<file path="src/rtl/pp_buffer_axi_wr_master.sv">
// AXI4 write master that streams 64-bit data into DDR as fixed-length INCR bursts,
// alternating between two equal regions (ping/pong) and flagging each full region.
module pp_buffer_axi_wr_master #(
  parameter int unsigned     ADDR_W    = 29,
  parameter int unsigned     DATA_W    = 64,
  parameter int unsigned     ID_W      = 4,
  parameter int unsigned     AXI_ID    = 0,
  parameter int unsigned     BURST_LEN = 16,
  parameter int unsigned     BUF_BYTES = 4096,
  parameter longint unsigned BASE_ADDR = 0
) (
  input  logic                clk,
  input  logic                rst_n,
  input  logic                init_calib_complete,
  input  logic                enable,
  input  logic                s_valid,
  output logic                s_ready,
  input  logic [DATA_W-1:0]   s_data,
  output logic [ID_W-1:0]     awid,
  output logic [ADDR_W-1:0]   awaddr,
  output logic [7:0]          awlen,
  output logic [2:0]          awsize,
  output logic [1:0]          awburst,
  output logic                awlock,
  output logic [3:0]          awcache,
  output logic [2:0]          awprot,
  output logic [3:0]          awqos,
  output logic                awvalid,
  input  logic                awready,
  output logic [DATA_W-1:0]   wdata,
  output logic [DATA_W/8-1:0] wstrb,
  output logic                wlast,
  output logic                wvalid,
  input  logic                wready,
  input  logic [ID_W-1:0]     bid,
  input  logic [1:0]          bresp,
  input  logic                bvalid,
  output logic                bready,
  output logic                buf_done,
  output logic                buf_id,
  output logic                bresp_err,
  output logic                busy
);

  localparam int unsigned BURST_BYTES = BURST_LEN * (DATA_W / 8);
  localparam int unsigned OFF_W       = $clog2(BUF_BYTES) + 1;
  localparam int unsigned BCNT_W      = $clog2(BURST_LEN) + 1;

  typedef enum logic [1:0] {IDLE, AW, W, B} state_t;

  state_t              state;
  logic                buf_sel;
  logic [OFF_W-1:0]    offset;
  logic [BCNT_W-1:0]   beat_cnt;

  logic                go;
  logic                last_beat;
  logic [OFF_W-1:0]    off_inc;
  logic                region_full;
  logic [OFF_W-1:0]    off_next;
  logic                sel_next;
  logic                unused_bid;

  // Constant AW/W fields
  assign awid    = ID_W'(AXI_ID);
  assign awlen   = 8'(BURST_LEN - 1);
  assign awsize  = 3'($clog2(DATA_W / 8));
  assign awburst = 2'b01;
  assign awlock  = 1'b0;
  assign awcache = 4'd0;
  assign awprot  = 3'd0;
  assign awqos   = 4'd0;
  assign wstrb   = '1;

  // Only one transaction is ever outstanding, so the response ID carries no information
  assign unused_bid = ^bid;

  // W channel is a direct pass-through of the input stream while in W
  assign last_beat = (beat_cnt == BCNT_W'(BURST_LEN - 1));
  assign wvalid    = (state == W) & s_valid;
  assign s_ready   = (state == W) & wready;
  assign wdata     = s_data;
  assign wlast     = (state == W) & last_beat;
  assign busy      = (state != IDLE);

  assign go          = init_calib_complete & enable;
  assign off_inc     = offset + OFF_W'(BURST_BYTES);
  assign region_full = (off_inc == OFF_W'(BUF_BYTES));
  assign off_next    = region_full ? '0 : off_inc;
  assign sel_next    = buf_sel ^ region_full;

  function automatic logic [ADDR_W-1:0] burst_addr(input logic sel, input logic [OFF_W-1:0] off);
    return ADDR_W'(BASE_ADDR) + (sel ? ADDR_W'(BUF_BYTES) : ADDR_W'(0)) + ADDR_W'(off);
  endfunction

  // Burst sequencer: AW issue, data beats, response, region bookkeeping
  always_ff @(posedge clk or negedge rst_n) begin
    if (!rst_n) begin
      state     <= IDLE;
      awaddr    <= ADDR_W'(BASE_ADDR);
      awvalid   <= 1'b0;
      bready    <= 1'b0;
      buf_done  <= 1'b0;
      buf_id    <= 1'b0;
      bresp_err <= 1'b0;
      buf_sel   <= 1'b0;
      offset    <= '0;
      beat_cnt  <= '0;
    end else begin
      buf_done <= 1'b0;
      unique case (state)
        IDLE: begin
          if (go) begin
            awaddr  <= burst_addr(buf_sel, offset);
            awvalid <= 1'b1;
            state   <= AW;
          end
        end
        AW: begin
          if (awready) begin
            awvalid  <= 1'b0;
            beat_cnt <= '0;
            state    <= W;
          end
        end
        W: begin
          if (s_valid && wready) begin
            beat_cnt <= beat_cnt + BCNT_W'(1);
            if (last_beat) begin
              bready <= 1'b1;
              state  <= B;
            end
          end
        end
        B: begin
          if (bvalid) begin
            bready <= 1'b0;
            if (bresp != 2'b00) bresp_err <= 1'b1;
            offset  <= off_next;
            buf_sel <= sel_next;
            if (region_full) begin
              buf_done <= 1'b1;
              buf_id   <= buf_sel;
            end
            if (go) begin
              awaddr  <= burst_addr(sel_next, off_next);
              awvalid <= 1'b1;
              state   <= AW;
            end else begin
              state <= IDLE;
            end
          end
        end
        default: state <= IDLE;
      endcase
    end
  end

endmodule

</file>
<file path="config.mk">
export PLATFORM = sky130hd
export DESIGN_NAME = pp_buffer_axi_wr_master
export DESIGN_NICKNAME = d
export VERILOG_FILES = /design/src/rtl/pp_buffer_axi_wr_master.sv
export SDC_FILE = /design/constraint.sdc
export NUM_CORES = 1
export LEC_CHECK = 0
export ABC_AREA = 1
export CAP_MARGIN = 20
export CORE_ASPECT_RATIO = 0.5
export CORE_MARGIN = 8
export CORE_UTILIZATION = 30
export CTS_BUF_LIST = sky130_fd_sc_hd__clkbuf_4 sky130_fd_sc_hd__clkbuf_8 sky130_fd_sc_hd__clkbuf_16
export DETAILED_ROUTE_END_ITERATION = 6
export PLACE_DENSITY = 0.73
export SKIP_CTS_REPAIR_TIMING = 1
export SLEW_MARGIN = 20
export SYNTH_ARGS = -nofsm -noshare
export SYNTH_HDL_FRONTEND = slang
export SYNTH_SLANG_ARGS = --single-unit
</file>
<file path="constraint.sdc">
create_clock -name clk -period 2.2 [get_ports clk]
set_clock_uncertainty 0.05 [all_clocks]
set_input_delay 0.44 -clock clk [delete_from_list [all_inputs] [get_ports clk]]
set_output_delay 0.44 -clock clk [all_outputs]
set_load 0.1 [all_outputs]
</file>
## After elaboration in Yosys (flattened, before gate mapping)

Cells that the tools add are included.

| operators by class | value |
|---|---|
| bitwise operators | 5 |
| mux-type cells | 28 |
| add/sub/neg operators | 4 |
| equal/unequal tests | 11 |
| reduce and logical (&&, ||, !) cells | 16 |

Operators by type and width:

| kind | number |
|---|---|
| 29-bit 2-to-1 mux | 3 |
| 29-bit one-hot mux with 2 select lines | 1 |
| 13-bit 2-to-1 mux | 3 |
| 13-bit by 13-bit adder with 14-bit output | 2 |
| 13-bit by 8-bit adder with 13-bit output (second input constant) | 1 |
| 13-bit == test (second input constant) | 1 |
| 3-bit AND reduction | 4 |
| 1-bit 2-to-1 mux | 10 |
| 2-bit 2-to-1 mux | 5 |
| 5-bit 2-to-1 mux | 2 |
| 2-bit != test (second input constant) | 5 |
| 5-bit one-hot mux with 2 select lines | 1 |
| 2-bit nonzero test | 5 |
| 2-bit one-hot mux with 4 select lines | 1 |
| 4-bit AND reduction | 2 |
| 5-bit by 1-bit adder with 5-bit output (second input constant) | 1 |
| 5-bit by 4-bit == test with 1-bit output (second input constant) | 1 |
| 5-bit AND reduction | 1 |
| 1-bit AND | 4 |
| 2-bit == test (second input constant) | 2 |
| 1-bit one-hot mux with 3 select lines | 1 |
| 3-bit nonzero test | 1 |
| 2-bit by 1-bit == test with 1-bit output (second input constant) | 1 |
| 2-bit zero test | 1 |
| other kinds (5) | 5 |

| word-level totals | value |
|---|---|
| bits of input ports | 78 |
| bits in registers | 55 |
| output and inout bits | 139 |
| word-level logic and storage cells | 74 |

## Logic depth before layout (Yosys ltp)

Gate-level depths: netlist of the first run.

| depth | value |
|---|---|
| depth in word-level cells | 8 |
| gate-level depth with buffers | 13 |
| gate-level depth less buffers | 13 |

## Least setup slack after synthesis of the first run

OpenSTA, ideal clock, no wires.

| path | value |
|---|---|
| path kind | register to register |
| start point | reg state[0] |
| end point | reg state[0] |
| library setup time | 0.120 ns |
| arrival | 1.849 ns |
| stages on the path, launching flop included | 9 |
| clock period less this slack | 2.019 ns |
| required time | 2.030 ns |
| slack | 0.181 ns |
| path buffers | 0 |
| path through | dfrtp_1 inv_1 ha_1 inv_1 o21ai_0 nor2_1 o21ai_0 nand2_1 nand2_1 |

| between the ends | value |
|---|---|
| cells in the longest elaborated chain, start to end | 3 |
| elaborated cells between the ends (all ways) | 11 |
| those cells by class | eq/ne: 8; mux: 1; reduce/logical: 2 |

RTL lines:

| element | line | source |
|---|---|---|
| start, declared | 51 | `state_t state;` |
| start signal, assigned | 99 | `state <= IDLE;` |
| start signal, assigned | 116 | `state <= AW;` |
| start signal, assigned | 123 | `state <= W;` |
| 2-bit == test, or another cell as far along | 111 | `unique case (state)` |
| 2-bit != test (no source line) or 2-bit by 1-bit != test with 1-bit output (tied branches) | -- |  |
| 5-bit AND reduction (no source line) | -- |  |

Parallel ways exist; a longest one is shown, timed or not.
A chain may end at the register's enable or synchronous reset.

## Final worst setup path of the first run

| path | value |
|---|---|
| start point | reg offset[8] |
| end point | reg awaddr[12] |

| between the ends | value |
|---|---|
| cells in the longest elaborated chain, start to end | 8 |
| elaborated cells between the ends (all ways) | 11 |
| those cells by class | add/sub: 3; eq/ne: 1; mux: 6; bitwise: 1 |

RTL lines:

| element | line | source |
|---|---|---|
| start, declared | 53 | `logic [OFF_W-1:0] offset;` |
| start signal, assigned | 139 | `offset <= off_next;` |
| 13-bit by 8-bit adder with 13-bit output | 87 | `assign off_inc = offset + OFF_W'(BURST_BYTES);` |
| 13-bit == test | 88 | `assign region_full = (off_inc == OFF_W'(BUF_BYTES));` |
| 1-bit XOR | 90 | `assign sel_next = buf_sel ^ region_full;` |
| via sel_next | 61 | `logic sel_next;` |
| 13-bit 2-to-1 mux | 93 | `return ADDR_W'(BASE_ADDR) + (sel ? ADDR_W'(BUF_BYTES) : ADDR_W'(0)) + ADDR_W'(off);` |
| 13-bit by 13-bit adder with 14-bit output | 93 |  |
| 29-bit 2-to-1 mux | 145 | `if (go) begin` |
| 29-bit 2-to-1 mux | 136 | `if (bvalid) begin` |
| 29-bit one-hot mux with 2 select lines | 111 |  |
| end signal, assigned | 100 | `awaddr <= ADDR_W'(BASE_ADDR);` |
| end signal, assigned | 114 | `awaddr <= burst_addr(buf_sel, offset);` |
| end signal, assigned | 146 | `awaddr <= burst_addr(sel_next, off_next);` |
| end, declared | 20 | `output logic [ADDR_W-1:0] awaddr,` |

The timed path passes the listed nets, and every way through them passes these cells. The select of a mux whose other input is x is not followed.

==> results.toml, run 1 <==
[logic_synthesis]
ys_seq_area_frac = 0.3504
synthDistinctLibCells = 31
synth_top_area_share = 0.3504
yosysWarningCount = 0
async_reset_ff_frac = 1.000
ys.flop_type = "dfrtp_1"
avgSynthCellArea_um2 = 8.001
synth_edf_count = 0
syn_inst = 357
synth-seq-cells = 40
synth_area_um2 = 2856
yosys-top-cells-area = "dfrtp_1 35%, buf_4 31%, nand2_1 8.8%"
synth_top_area_cell = "dfrtp_1"

[power]
power_frac_comb = 0.590
p_leak_nw = 1.456
sequentialPowerShare = 0.249
power_density_nw_per_um2 = 1590
swShare = 0.5533
ir_drop_uv = 447.0
pwr-share-clk = 0.161
p_switching_mw = 2.462
internal_power_mw = 1.988

[die]
ios = 217
rows = 25
die_h_um = 85
dieWidth_um = 154.0
start_util = 0.3054
dieArea_um2 = 13090
core_um2 = 9353

[clocking]
clock-sinks = 40
cts_tree = "done"
clk_pin_slew_worst_paths_ns = 0.06
cts_root_buf = "clkbuf_16"
htree_levels = 2
cts_max_path_buffers = 2
cts_buffers = 5
clk_latency_ns = 0.28

[timing]
max_freq_mhz = 481.8
min_period_ns = 2.075
slew_headroom = 0.6312
period_share = 0.9434
worst_pin_slew_ns = 0.5532
drv_slew = 0
setup_viol_count_final = 0
holdWs_ns = 0.09476
hold_viol_final = 0

[global_route]
antenna_found_initial = 0
grt_usage = 0.07738
grt_pass1_vias = 1853
grt_pass1_wl_mm = 8.542
grt-ovfl-total = 0
grt_max_degree = 26

[setup_path]
arrival_ns = 2.23
endpoint_kind = "flip-flop"
timing.rr.start = "offset[8]"
critPathMaxFanout = 4
rr_worst_depth = 11
critPathLaunchType = "flip-flop"
required_ns = 2.35
reg2reg_setup_slack_ns = 0.12
crit_type = "reg2reg"
r2r-end = "awaddr[12]"

[drt]
route.met3.wl_um = 302
drt_iter0_drc = 125
wl_met1_mm = 1.938
ant_nets = 0
drcViolationCount = 0
wl_per_cell_um = 11.66
postRouteWirelength_mm = 5.213
top_layer = "met4"
viasPerCell = 4.031
dr.pass1.iters = 4
wl_met2_mm = 2.732
vias = 1802

[place]
dpl.hpwl_mm = 4.021
numPortBuffers = 32
gp_congestion = 0.8005
place_area_um2 = 2611

[layout]
fin_nets = 413
final_cell_area_um2 = 2798
syn_to_final_growth_pct = -2.059
drive_above_1_share = 0.1564
diodes = 0

[status]
status = "finished clean"

[min_path]
hold_path_class = "in2async"

[run]
maxCapViolCount = 0
## how the worst max path moves through the flow
stage	startpoint	endpoint	slack, ns	cells past startpoint
CTS	offset[7]	awaddr[12]	0.07	11
global route	offset[8]	awaddr[12]	-0.01	11
detailed placement	offset[7]	awaddr[12]	0.11	11
finish	offset[8]	awaddr[12]	0.12	11
floorplan	state[0]	state[0]	0.18	8
global placement	offset[7]	awaddr[12]	0.13	11
## power groups by stage
stage	Combinational [mW]	Clock (mW)	Sequential (mW)
after global routing	2.80	0.772	1.14
after detailed placement	2.56	0	1.11
after floorplan	1.93	0	1.82
final	2.62	0.718	1.11
after CTS	2.57	0.739	1.10
after global placement	2.52	0	1.10
## metrics by stage
stage | instances | util | setup WS [ns] | setup TNS, ns | power, mW
floorplan | 407 | - | 0.1807 | 0 | 3.751
global placement | 437 | 0.2792 | 0.1280 | 0 | 3.620
detailed placement | 437 | 0.2792 | 0.1070 | 0 | 3.663
CTS | 445 | 0.2951 | 0.06685 | 0 | 4.404
global route | 447 | 0.2991 | -0.009749 | -0.009749 | 4.710
finish | 447 | 0.2991 | 0.1246 | 0 | 4.449
## cells in the mapped netlist (2+ instances only)
cell / n
o31ai_1: 2
conb_1: 2
a21oi_1: 2
dfrtp_1: 40
nor3_1: 2
nand3_1: 8
buf_4: 117
nand2_2: 2
o21ai_0: 26
nand4_1: 3
a31oi_1: 2
inv_1: 29
or2_2: 2
buf_2: 2
ha_1: 10
xor2_1: 3
nand2_1: 67
clkbuf_1: 8
nor2_1: 18
## state kept, by name, summed over array words and instances, names as in the netlist
register,flops
awvalid,1
awaddr,14
buf_sel,1
buf_done,1
beat_cnt,5
buf_id,1
bresp_err,1
offset,13
bready,1
state,2
## critical path, stage by stage (launching register included)
cell     delay [ns]
dfrtp_1        0.44
ha_4           0.27
inv_2          0.05
nand2_1        0.07
nor2_2         0.11
nand2_1        0.09
nor2_4         0.14
nand4_1        0.13
and2_1         0.18
ha_1           0.27
nand2_1        0.05
a31oi_1        0.17
## per-layer routing
metal  global-route usage  vias to the layer above
met5                    0                        -
met4              0.04943                        0
met3              0.02129                       32
met2               0.1455                       50
met1              0.07469                      847
li1                     -                      873
## layout by cell type, fill, tap and decap left out, drive strengths merged, types with 8 or more instances in the layout
cell type / synthesis / routed
nand2: 69 / 69
conb: 2 / 52
dfrtp: 40 / 40
buf: 120 / 31
inv: 30 / 30
o21ai: 27 / 27
nor2: 20 / 20
ha: 10 / 10
nand3: 8 / 8
clkdlybuf4s50: 0 / 8
## area by class of cell
class	count	area (um^2)
Fill cell	967	6555
Multi-Input combinational cell	208	1020
Sequential cell	40	1001
Timing Repair Buffer	39	360.3
Tap cell	121	151.4
Clock buffer	6	138.9
Inverter	31	116.4
Clock inverter	2	10.01
## cell families (layout without fill, tap and decap cells)
kind of cell / after synthesis / count (layout) / share of synthesized area
flip-flops: 40 / 40 / 0.3504
adder cells (fa/ha/maj): 10 / 10 / 0.04380
buffers and inverters: 159 / 78 / 0.3662
AO/OA/AOI/OAI: 38 / 38 / 0.07490
other: 2 / 52 / 0.002629
XOR/XNOR: 3 / 3 / 0.009200
AND/OR/NAND/NOR: 105 / 105 / 0.1529
No activity file was read; power rests on OpenSTA's default activity.
==> inputs of run 2 (changes only) <==
- CORE_MARGIN: 8 -> 2
==> results.toml, run 2 (synthesis gave the netlist of run 1 again) <==
[layout]
diodes = 0
drive_above_1_share = 0.1472
top_regs = "awaddr x14, offset x13, beat_cnt x5"
postLayoutCoreUtil = 0.3003
final_cell_mix = "66 x nand2_1, 52 x conb_1, 40 x dfrtp_1, 29 x inv_1, 26 x o21ai_0"
largest_reg_flops = 14
final_common_cell = "nand2_1"
syn_to_final_growth_pct = -1.665
fin_nets = 413
largest-register = "awaddr"

[timing]
hold_viol_final = 0
min_period_ns = 2.140
max_freq_mhz = 467.3
period_share = 0.9728
finalWorstSetupSlack_ns = 0.05991
setup_viol_count_final = 0
drv_slew = 0
setup_tns_ns = 0

[power]
p_leak_nw = 1.465
ir_drop_uv = 521.7
p_total_mw = 4.498
power_density_nw_per_um2 = 1601

[setup_path]
critPathLaunchType = "flip-flop"
path_cells = "ha_1, inv_1, nand2_1, nor2_2, nand2_2, nor2_4, nand4_1, and2_1, ha_1, nand2_1, a31oi_1"
rr_worst_depth = 11
reg2reg_setup_slack_ns = 0.06
crit_type = "reg2reg"
required_ns = 2.35
cp_slowest_cell = "dfrtp_1"
arrival_ns = 2.29
max_stage_delay_ns = 0.41
r2r-end = "awaddr[12]"
timing.rr.start = "offset[8]"
endpoint_kind = "flip-flop"
critPathMaxFanout = 4

[clocking]
clock-sinks = 40
htree_levels = 2
clk_latency_ns = 0.28
cts_root_buf = "clkbuf_16"
cts_tree = "done"
cts_buffers = 5
cts_max_path_buffers = 2
clk_pin_slew_worst_paths_ns = 0.06

[global_route]
grt-ovfl-total = 0
grt_pass1_wl_mm = 7.555
grt_max_degree = 41
grt_usage = 0.09113
antenna_found_initial = 0
grt_pass1_vias = 1608

[drt]
drcViolationCount = 0
ant_nets = 0
dr.pass1.iters = 4
postRouteWirelength_mm = 5.012
drt_iter0_drc = 79
vias = 1825
wl_per_cell_um = 11.21
viasPerCell = 4.083

[die]
die_h_um = 73
dieArea_um2 = 10370
rows = 25
ios = 217
core_um2 = 9353
dieWidth_um = 142.0
start_util = 0.3054

[run]
maxCapViolCount = 0

[place]
post-place-ws_ns = 0.1021
gp_congestion = 0.8001
dpl.hpwl_mm = 3.804
numPortBuffers = 32

[min_path]
hold_path_class = "in2async"

[status]
status = "finished clean"
-- run 2: changes by cell type in the layout (fill, tap and decap cells not counted), sizes merged --
cell / change
clkinvlp: +1
clkbuf: -1
bufinv: +1
clkinv: -1
-- run 2: layer usage --
layer / vias to the layer above / track usage / wire (um)
met5: - / 0 / 0
met4: 0 / 0.04667 / 167
met3: 22 / 0.03937 / 502
met2: 93 / 0.1600 / 2519
met1: 837 / 0.09506 / 1823
li1: 873 / - / -
-- run 2: worst max path at each step --
stage / from / endpoint / slack [ns] / depth (start not counted)
finish: offset[8] / awaddr[12] / 0.06 / 11
global route: offset[8] / awaddr[12] / -0.06 / 12
CTS: offset[7] / awaddr[12] / 0.06 / 11
detailed placement: offset[7] / awaddr[12] / 0.10 / 11
global placement: offset[7] / awaddr[12] / 0.13 / 11
floorplan: state[0] / state[0] / 0.18 / 8
-- run 2: worst max-delay path: cells and delay by family, from the launching register on --
kind            cells  cell delay (ns)
compound gates      1             0.17
fa+ha+maj           2             0.57
buf+inv             1             0.08
flops               1             0.41
simple gates        7             0.78
-- run 2: cell type report --
| cell class | instances | area, um^2 |
|---|---|---|
| clock inverter | 3 | 42.54 |
| fill | 961 | 6544 |
| multi-input combinational | 208 | 999.7 |
| sequential | 40 | 1001 |
| tap | 121 | 151.4 |
| clock buffer | 5 | 125.1 |
| timing repair buffer | 39 | 372.9 |
| inverter | 31 | 116.4 |
-- run 2: metrics by stage --
step                      instance area (um^2)  cells  hold WS [ns]
final                                     2809    447       0.06825
after global routing                      2809    447       0.09838
after CTS                                 2784    444       0.07860
after detailed placement                  2616    436        0.3184
after global placement                    2616    436        0.3146
after floorplan                           3044    407       0.09441
-- run 2: where the power goes --
part | switching (mW) | internal, mW
registers | 0.165 | 0.938
logic | 2.01 | 0.580
clock network | 0.277 | 0.532
==> inputs of run 3 (changes only) <==
- CORE_MARGIN: 2 -> unset
==> results.toml, run 3 (synthesis gave the netlist of run 1 again) <==
[drt]
ant_nets = 0
wl_per_cell_um = 12.16
dr.pass1.iters = 4
drt_iter0_drc = 87
drcViolationCount = 0
viasPerCell = 4.124
vias = 1823
postRouteWirelength_mm = 5.373

[setup_path]
critPathLaunchType = "flip-flop"
arrival_ns = 2.30
endpoint_kind = "flip-flop"
crit_type = "reg2reg"
startpoint = "offset[7]"
reg2reg_setup_slack_ns = 0.05
timing.rr.start = "offset[7]"
required_ns = 2.35
critPathMaxFanout = 4

[clocking]
cts_max_path_buffers = 2
cts_root_buf = "clkbuf_16"
cts_tree = "done"
clk_latency_ns = 0.28
htree_levels = 2
cts_buffers = 5
clock-sinks = 40
clk_pin_slew_worst_paths_ns = 0.06

[die]
dieWidth_um = 140.0
ios = 217
die_h_um = 71
core_um2 = 8979
dieArea_um2 = 9940
start_util = 0.3181
rows = 24

[layout]
syn_to_final_growth_pct = -3.198
largest-register = "awaddr"
largest_reg_flops = 14
layoutNonFillerInstCount = 442
final_common_cell = "nand2_1"
top_regs = "awaddr x14, offset x13, beat_cnt x5"
fin_nets = 412
diodes = 0
drive_above_1_share = 0.1446
final_cell_mix = "66 x nand2_1, 52 x conb_1, 40 x dfrtp_1, 29 x inv_1, 26 x o21ai_0"

[global_route]
grt_pass1_vias = 1642
grt_usage = 0.1069
antenna_found_initial = 0
grt_pass1_wl_mm = 8.321
grt_max_degree = 41
grt-ovfl-total = 0

[power]
p_leak_nw = 1.453
ir_drop_uv = 464.4
power_density_nw_per_um2 = 1590
p_total_mw = 4.397

[status]
status = "finished clean"

[timing]
min_period_ns = 2.152
max_freq_mhz = 464.7
hold_viol_final = 0
setup_tns_ns = 0
drv_slew = 0
period_share = 0.9782
holdWs_ns = 0.1560
setup_viol_count_final = 0

[min_path]
hold_path_class = "in2async"

[place]
dpl.hpwl_mm = 4.135
gp_congestion = 0.7999
dpl.cell_count = 431
numPortBuffers = 32

[run]
maxCapViolCount = 0
run 3: area by class of cell:
| cell class | instances | area (um^2) |
|---|---|---|
| clock buffer | 6 | 138.9 |
| fill | 936 | 6213 |
| tap | 117 | 146.4 |
| inverter | 31 | 116.4 |
| clock inverter | 2 | 10.01 |
| timing repair buffer | 38 | 352.8 |
| sequential | 40 | 1001 |
| multi-input combinational | 208 | 999.7 |
run 3: per-layer routing:
metal,wire length (um),GRT usage,share of wire
met2,2606,0.1717,0.49
met3,769,0.06567,0.14
met5,0,0.009569,0
met4,107,0.04884,0.020
met1,1889,0.1120,0.35
run 3: final timing paths:
| path | end | cells after the start |
|---|---|---|
| setup / recovery | awaddr[12] | 11 |
| hold / removal | awaddr[6] | 2 |
| setup reg to reg | awaddr[12] | 11 |
| hold reg to reg | offset[1] | 0 |
| max in group asynchronous | awaddr[11] | 2 |
| min in group clk | offset[1] | 0 |
run 3: power breakdown:
part           total (mW)  internal (mW)  switching [mW]
Combinational        2.58          0.576            2.00
Sequential           1.10          0.938           0.165
Clock               0.717          0.446           0.271
Total                4.40           1.96            2.44
run 3: critical path, cell delays in order, from the launching register on:
cell     delay, ns
dfrtp_1       0.40
ha_1          0.31
inv_1         0.08
nand2_1       0.08
nor2_2        0.13
nand2_2       0.08
nor2_4        0.12
nand4_1       0.13
and2_1        0.20
ha_1          0.27
nand2_1       0.05
a31oi_1       0.17
run 3: through the flow:
| step | cell area [um^2] | worst slack, ns | utilization |
|---|---|---|---|
| global route | 2765 | -0.08839 | 0.3080 |
| floorplan | 3044 | 0.1807 | - |
| detailed placement | 2591 | 0.07273 | 0.2886 |
| global placement | 2591 | 0.1360 | 0.2886 |
| CTS | 2740 | 0.04623 | 0.3052 |
| finish | 2765 | 0.04794 | 0.3080 |
